<file path="src/rtl/hsst_tx_burst_sched.sv">
// HSST TX burst scheduler: drains fixed-length bursts from the staging FIFO
// and frames them with comma/SOF/EOF control words for the TX lane.
module hsst_tx_burst_sched #(
  parameter int BURST_LEN = 256,
  parameter int GAP_LEN   = 4,
  parameter int LVL_W     = 12
) (
  input  logic             rd_clk,
  input  logic             rd_rst,
  input  logic             link_ready,
  output logic             fifo_rd_en,
  input  logic [15:0]      fifo_rd_data,
  input  logic             fifo_rd_empty,
  input  logic [LVL_W-1:0] fifo_rd_water_level,
  output logic [15:0]      tx_data,
  output logic [1:0]       tx_kchar,
  output logic [15:0]      burst_cnt,
  output logic             underrun
);

  localparam logic [2:0] S_IDLE    = 3'd0;
  localparam logic [2:0] S_ARM     = 3'd1;
  localparam logic [2:0] S_SOF     = 3'd2;
  localparam logic [2:0] S_PAYLOAD = 3'd3;
  localparam logic [2:0] S_EOF     = 3'd4;
  localparam logic [2:0] S_GAP     = 3'd5;

  localparam logic [15:0] IDLE_W = 16'h50BC;
  localparam logic [7:0]  K_SOF  = 8'hFB;
  localparam logic [7:0]  K_EOF  = 8'hFD;

  localparam logic [LVL_W-1:0] LVL_MIN = LVL_W'(BURST_LEN);
  localparam logic [LVL_W-1:0] RD_LAST = LVL_W'(BURST_LEN - 1);
  localparam logic [LVL_W-1:0] RD_ONE  = LVL_W'(1);
  localparam logic [15:0]      GAP_INI = 16'(GAP_LEN - 1);

  logic [2:0]       state;
  logic [LVL_W-1:0] rd_left;
  logic             rd_zero;
  logic [15:0]      gap_cnt;
  logic [7:0]       seq;
  logic [7:0]       csum;
  logic             start;
  logic [15:0]      pl_word;

  assign start = link_ready
              && (fifo_rd_water_level >= LVL_MIN)
              && (gap_cnt == 16'd0);

  // an empty read still costs a payload slot; it is sent as zero
  assign pl_word = rd_zero ? 16'h0000 : fifo_rd_data;

  always_ff @(posedge rd_clk) begin
    if (rd_rst) begin
      state      <= S_IDLE;
      fifo_rd_en <= 1'b0;
      rd_left    <= '0;
      rd_zero    <= 1'b0;
      gap_cnt    <= 16'd0;
      seq        <= 8'd0;
      csum       <= 8'd0;
      tx_data    <= IDLE_W;
      tx_kchar   <= 2'b01;
      burst_cnt  <= 16'd0;
      underrun   <= 1'b0;
    end else begin
      rd_zero <= fifo_rd_en & fifo_rd_empty;
      if (fifo_rd_en & fifo_rd_empty)
        underrun <= 1'b1;
      if (fifo_rd_en) begin
        if (rd_left == '0)
          fifo_rd_en <= 1'b0;
        else
          rd_left <= rd_left - RD_ONE;
      end
      case (state)
        S_IDLE: begin
          tx_data  <= IDLE_W;
          tx_kchar <= 2'b01;
          if (start) begin
            state      <= S_ARM;
            fifo_rd_en <= 1'b1;
            rd_left    <= RD_LAST;
          end
        end
        S_ARM: begin
          tx_data  <= {seq, K_SOF};
          tx_kchar <= 2'b01;
          csum     <= 8'd0;
          state    <= S_SOF;
        end
        S_SOF, S_PAYLOAD: begin
          tx_data  <= pl_word;
          tx_kchar <= 2'b00;
          csum     <= csum ^ pl_word[15:8] ^ pl_word[7:0];
          // read enable already low means this is the last word
          state    <= fifo_rd_en ? S_PAYLOAD : S_EOF;
        end
        S_EOF: begin
          tx_data   <= {csum, K_EOF};
          tx_kchar  <= 2'b01;
          burst_cnt <= burst_cnt + 16'd1;
          seq       <= seq + 8'd1;
          gap_cnt   <= GAP_INI;
          state     <= (GAP_LEN > 1) ? S_GAP : S_IDLE;
        end
        S_GAP: begin
          tx_data  <= IDLE_W;
          tx_kchar <= 2'b01;
          gap_cnt  <= gap_cnt - 16'd1;
          if (gap_cnt <= 16'd1)
            state <= S_IDLE;
        end
        default: begin
          state    <= S_IDLE;
          tx_data  <= IDLE_W;
          tx_kchar <= 2'b01;
        end
      endcase
    end
  end

endmodule
</file>
<file path="config.mk">
export PLATFORM = sky130hd
export DESIGN_NAME = hsst_tx_burst_sched
export DESIGN_NICKNAME = d
export VERILOG_FILES = /design/src/rtl/hsst_tx_burst_sched.sv
export SDC_FILE = /design/constraint.sdc
export NUM_CORES = 1
export LEC_CHECK = 0
export ABC_CLOCK_PERIOD_IN_PS = 2250
export CORE_UTILIZATION = 55
export CTS_BUF_LIST = sky130_fd_sc_hd__clkbuf_8
export DETAILED_ROUTE_END_ITERATION = 12
export PLACE_DENSITY = 0.82
export SYNTH_ARGS = -nofsm -noshare
export SYNTH_HDL_FRONTEND = slang
export SYNTH_SLANG_ARGS = --single-unit
</file>
<file path="constraint.sdc">
create_clock -name rd_clk -period 2.25 [get_ports rd_clk]
set_input_delay 0.45 -clock rd_clk [delete_from_list [all_inputs] [get_ports rd_clk]]
set_output_delay 0.45 -clock rd_clk [all_outputs]
set_load 0.01 [all_outputs]
</file>
==> flow_summary.json <==
{
  "run_status": "complete, no violations",
  "dr.pass1.iters": 4,
  "slew_violations": 0,
  "h-tree-depth": 3,
  "path_delay_family": "simple AND/OR/NAND/NOR gates",
  "synth_top_flop_cell": "dfxtp_1",
  "ys_types": 63,
  "drc": 0,
  "ctsHoldBuffers": 0,
  "synth.avg_cell_area_um2": 8.91,
  "cts_setup_buffers": 0,
  "hold_path_class": "flip-flop to flip-flop",
  "place_area_um2": 4670,
  "grt_pass1_wl_mm": 14.6,
  "fin_area_um2": 4850,
  "syn_nets": 487,
  "reg2reg_slack_ns": 0.23,
  "synth_edf_count": 0,
  "die_area_um2": 7600,
  "worst_slew_pin_slew_ns": 1.02,
  "p_per_area_nw_per_um2": 911,
  "multi_input_area_um2": 2150,
  "drt_wl_total_mm": 8.96,
  "crit_path_max_fanout": 15,
  "power_uw": 4420,
  "seq_area_um2": 1660,
  "ff2ff_path_depth": 4,
  "die_x_um": 87.2,
  "drive_gt1_share_pct": 9.07,
  "crit_type": "flip-flop to flip-flop",
  "setup_viol": 0,
  "diodes": 0,
  "critPathRequiredTime_ns": 2.49,
  "clk_path_buf_depth": 2,
  "reg2reg_from": "state[2]",
  "grt_pass1_vias": 3275,
  "hpwl_mm": 6.33,
  "slew_headroom_pct": 31.7,
  "crit_path_end_kind": "flip-flop",
  "min_from": "underrun",
  "die_y_um": 87.2,
  "post_cts_resized": 0,
  "initial_utilization_pct": 57.8,
  "worst_path_max_delay_cell": "nor3b_2",
  "io_buffer_count": 58,
  "cp-start-kind": "flip-flop",
  "synth_warnings": 0,
  "synth-seq-cells": 83,
  "clkSinkCount": 83,
  "grt_max_degree": 42,
  "rsz0062_at_grt": "no",
  "cts_inserted_buffers": 9,
  "synth_cells": 448,
  "synth_area_um2": 3990,
  "max_cap_violations": 0,
  "max_stage_delay_ns": 0.88,
  "antenna_left": 0,
  "insertion_delay_ns": 0.35,
  "overflow": 0,
  "ys_seq_area_share_pct": 41.6,
  "clk_pin_slew_ns": 0.08,
  "regToRegEndpoint": "seq[7]",
  "cts_tree": "built",
  "core_um2": 6910,
  "viasPerCell": 5.78,
  "grtUsageTotal_pct": 24.5,
  "wl_per_cell_um": 14.9,
  "drtIter0Drc": 152,
  "cp_num_buf_inv": 0,
  "post-route-period-util_pct": 89.9,
  "finalCriticalPeriod_ns": 2.02,
  "cp.arrival_ns": 2.26,
  "fillers": 567,
  "whs_endpoint": "underrun",
  "fp-row-count": 30,
  "gp_congestion": 0.774,
  "hold_depth": 2,
  "finalSetupTns_ns": 0,
  "timing.fmax_ghz": 0.494,
  "area_delta_synth_final_pct": 21.4,
  "vias": 3486,
  "clock_skew_ns": 0.00925,
  "worstPathCellList": "nor3b_2 > nand4_1 > xor2_1 > nor2_1",
  "antenna_found_initial": 0,
  "cts-root-buf": "clkbuf_8",
  "async_flop_share_pct": 0,
  "hold_viol_final": 0,
  "leakagePower_uw": 0.00172,
  "fin_nets": 541,
  "vdd_drop_max_mv": 0.629,
  "io_pins": 68
}
## where the power goes
part	leakage, uW	internal, uW	switching [uW]
Sequential	0.000674	1680	205
Combinational	0.000952	688	872
Clock	0.0000949	453	519
Total	0.00172	2820	1600
## how the worst max path moves through the flow
| stage | cells after the start | to | from | slack, ns |
|---|---|---|---|---|
| CTS | 4 | rd_left[11] | gap_cnt[9] | 0.23 |
| global route | 4 | rd_left[9] | gap_cnt[9] | 0.007 |
| detailed placement | 5 | rd_left[9] | link_ready | 0.13 |
| finish | 4 | seq[7] | state[2] | 0.23 |
| floorplan | 6 | rd_left[1] | rd_left[0] | 0.41 |
| global placement | 5 | rd_left[11] | link_ready | 0.19 |
## cell families (layout without fill, tap and decap cells)
group           after synthesis  in the layout  share of synthesized area [%]
compound gates              107            107                           18.5
mux                           3              3                          0.846
other cells                   1              1                         0.0939
buf+inv                      43            102                           4.64
simple gates                175            175                           25.8
flops                        83             83                           41.6
xor+xnor                     29             29                           6.36
fa+ha+maj                     7              7                           2.19
## synth_stat cells, drive strengths merged, types with 6 or more instances
master | n | area share [%]
nand2 | 32 | 3.0
nor3b | 6 | 1.6
a31oi | 10 | 1.6
a21oi | 30 | 3.9
xor2 | 13 | 2.9
or3 | 8 | 1.3
nor2 | 34 | 3.2
buf | 9 | 1.4
o21a | 10 | 1.9
ha | 7 | 2.2
and2 | 9 | 1.4
o31ai | 6 | 1.5
inv | 15 | 1.4
nand3 | 16 | 2.0
o21ai | 15 | 1.9
or4 | 10 | 2.0
nor3 | 10 | 1.4
a22oi | 9 | 1.7
dfxtp | 83 | 42
o2bb2ai | 6 | 1.3
clkbuf | 19 | 1.8
and3 | 6 | 0.94
nand4 | 9 | 1.9
nor4 | 14 | 2.7
xnor2 | 16 | 3.5
## routing by layer
metal | routed length (um) | GRT usage (%) | vias up
met5 | 0 | 0 | -
met4 | 183 | 11.5 | 0
met3 | 410 | 4.17 | 17
met2 | 4460 | 43.5 | 100
met1 | 3910 | 28.8 | 1631
li1 | - | - | 1738
## per-stage QoR
| stage | cells | worst slack (ns) | hold slack, ns | util [%] |
|---|---|---|---|---|
| floorplan | 448 | 0.407 | 0.461 | - |
| global placement | 587 | 0.189 | 0.451 | 67.6 |
| detailed placement | 587 | 0.130 | 0.463 | 67.6 |
| CTS | 603 | 0.225 | 0.482 | 70.2 |
| global route | 603 | 0.00655 | 0.502 | 70.2 |
| finish | 603 | 0.227 | 0.471 | 70.2 |
## cell type report
cell class,instances,area share [%]
Multi-Input combinational cell,322,44.3
Sequential cell,83,34.3
Timing Repair Buffer,71,14.1
Clock buffer,11,3.12
Tap cell,96,2.48
Inverter,15,1.16
Clock inverter,5,0.568
## worst register-to-register path: stages (launching register included)
cell and delay (ns):
dfxtp_1 0.48, nor3b_2 0.88, nand4_1 0.30, xor2_1 0.21, nor2_1 0.05
## sequential cells by signal, summed over array words and instances, names as in the netlist
register,count
underrun,1
rd_left,12
seq,8
state,3
burst_cnt,16
fifo_rd_en,1
tx_kchar,1
rd_zero,1
tx_data,16
gap_cnt,16
csum,8
## cells in the final DEF (no fill, tap or decap), types with 4 or more instances in the layout
cell | Yosys | final
o21a_1 | 10 | 10
nor2_1 | 34 | 34
buf_4 | 3 | 12
o21ai_0 | 12 | 12
clkinv_2 | 0 | 4
inv_1 | 15 | 15
a22oi_1 | 9 | 9
or4_1 | 9 | 9
a31oi_1 | 10 | 10
nor3_1 | 9 | 9
o31ai_1 | 5 | 5
o211ai_1 | 4 | 4
clkdlybuf4s50_1 | 0 | 57
and2_1 | 9 | 9
o2bb2ai_1 | 6 | 6
clkbuf_8 | 0 | 11
nand4_1 | 7 | 7
a21oi_1 | 29 | 29
nand3_1 | 16 | 16
xor2_1 | 13 | 13
nor3b_2 | 4 | 4
ha_1 | 7 | 7
and3_1 | 6 | 6
nand2_1 | 32 | 32
or3_1 | 7 | 7
nor4_1 | 11 | 11
nor2b_1 | 4 | 4
dfxtp_1 | 83 | 83
xnor2_1 | 16 | 16
(Power assumes the default switching activity.)
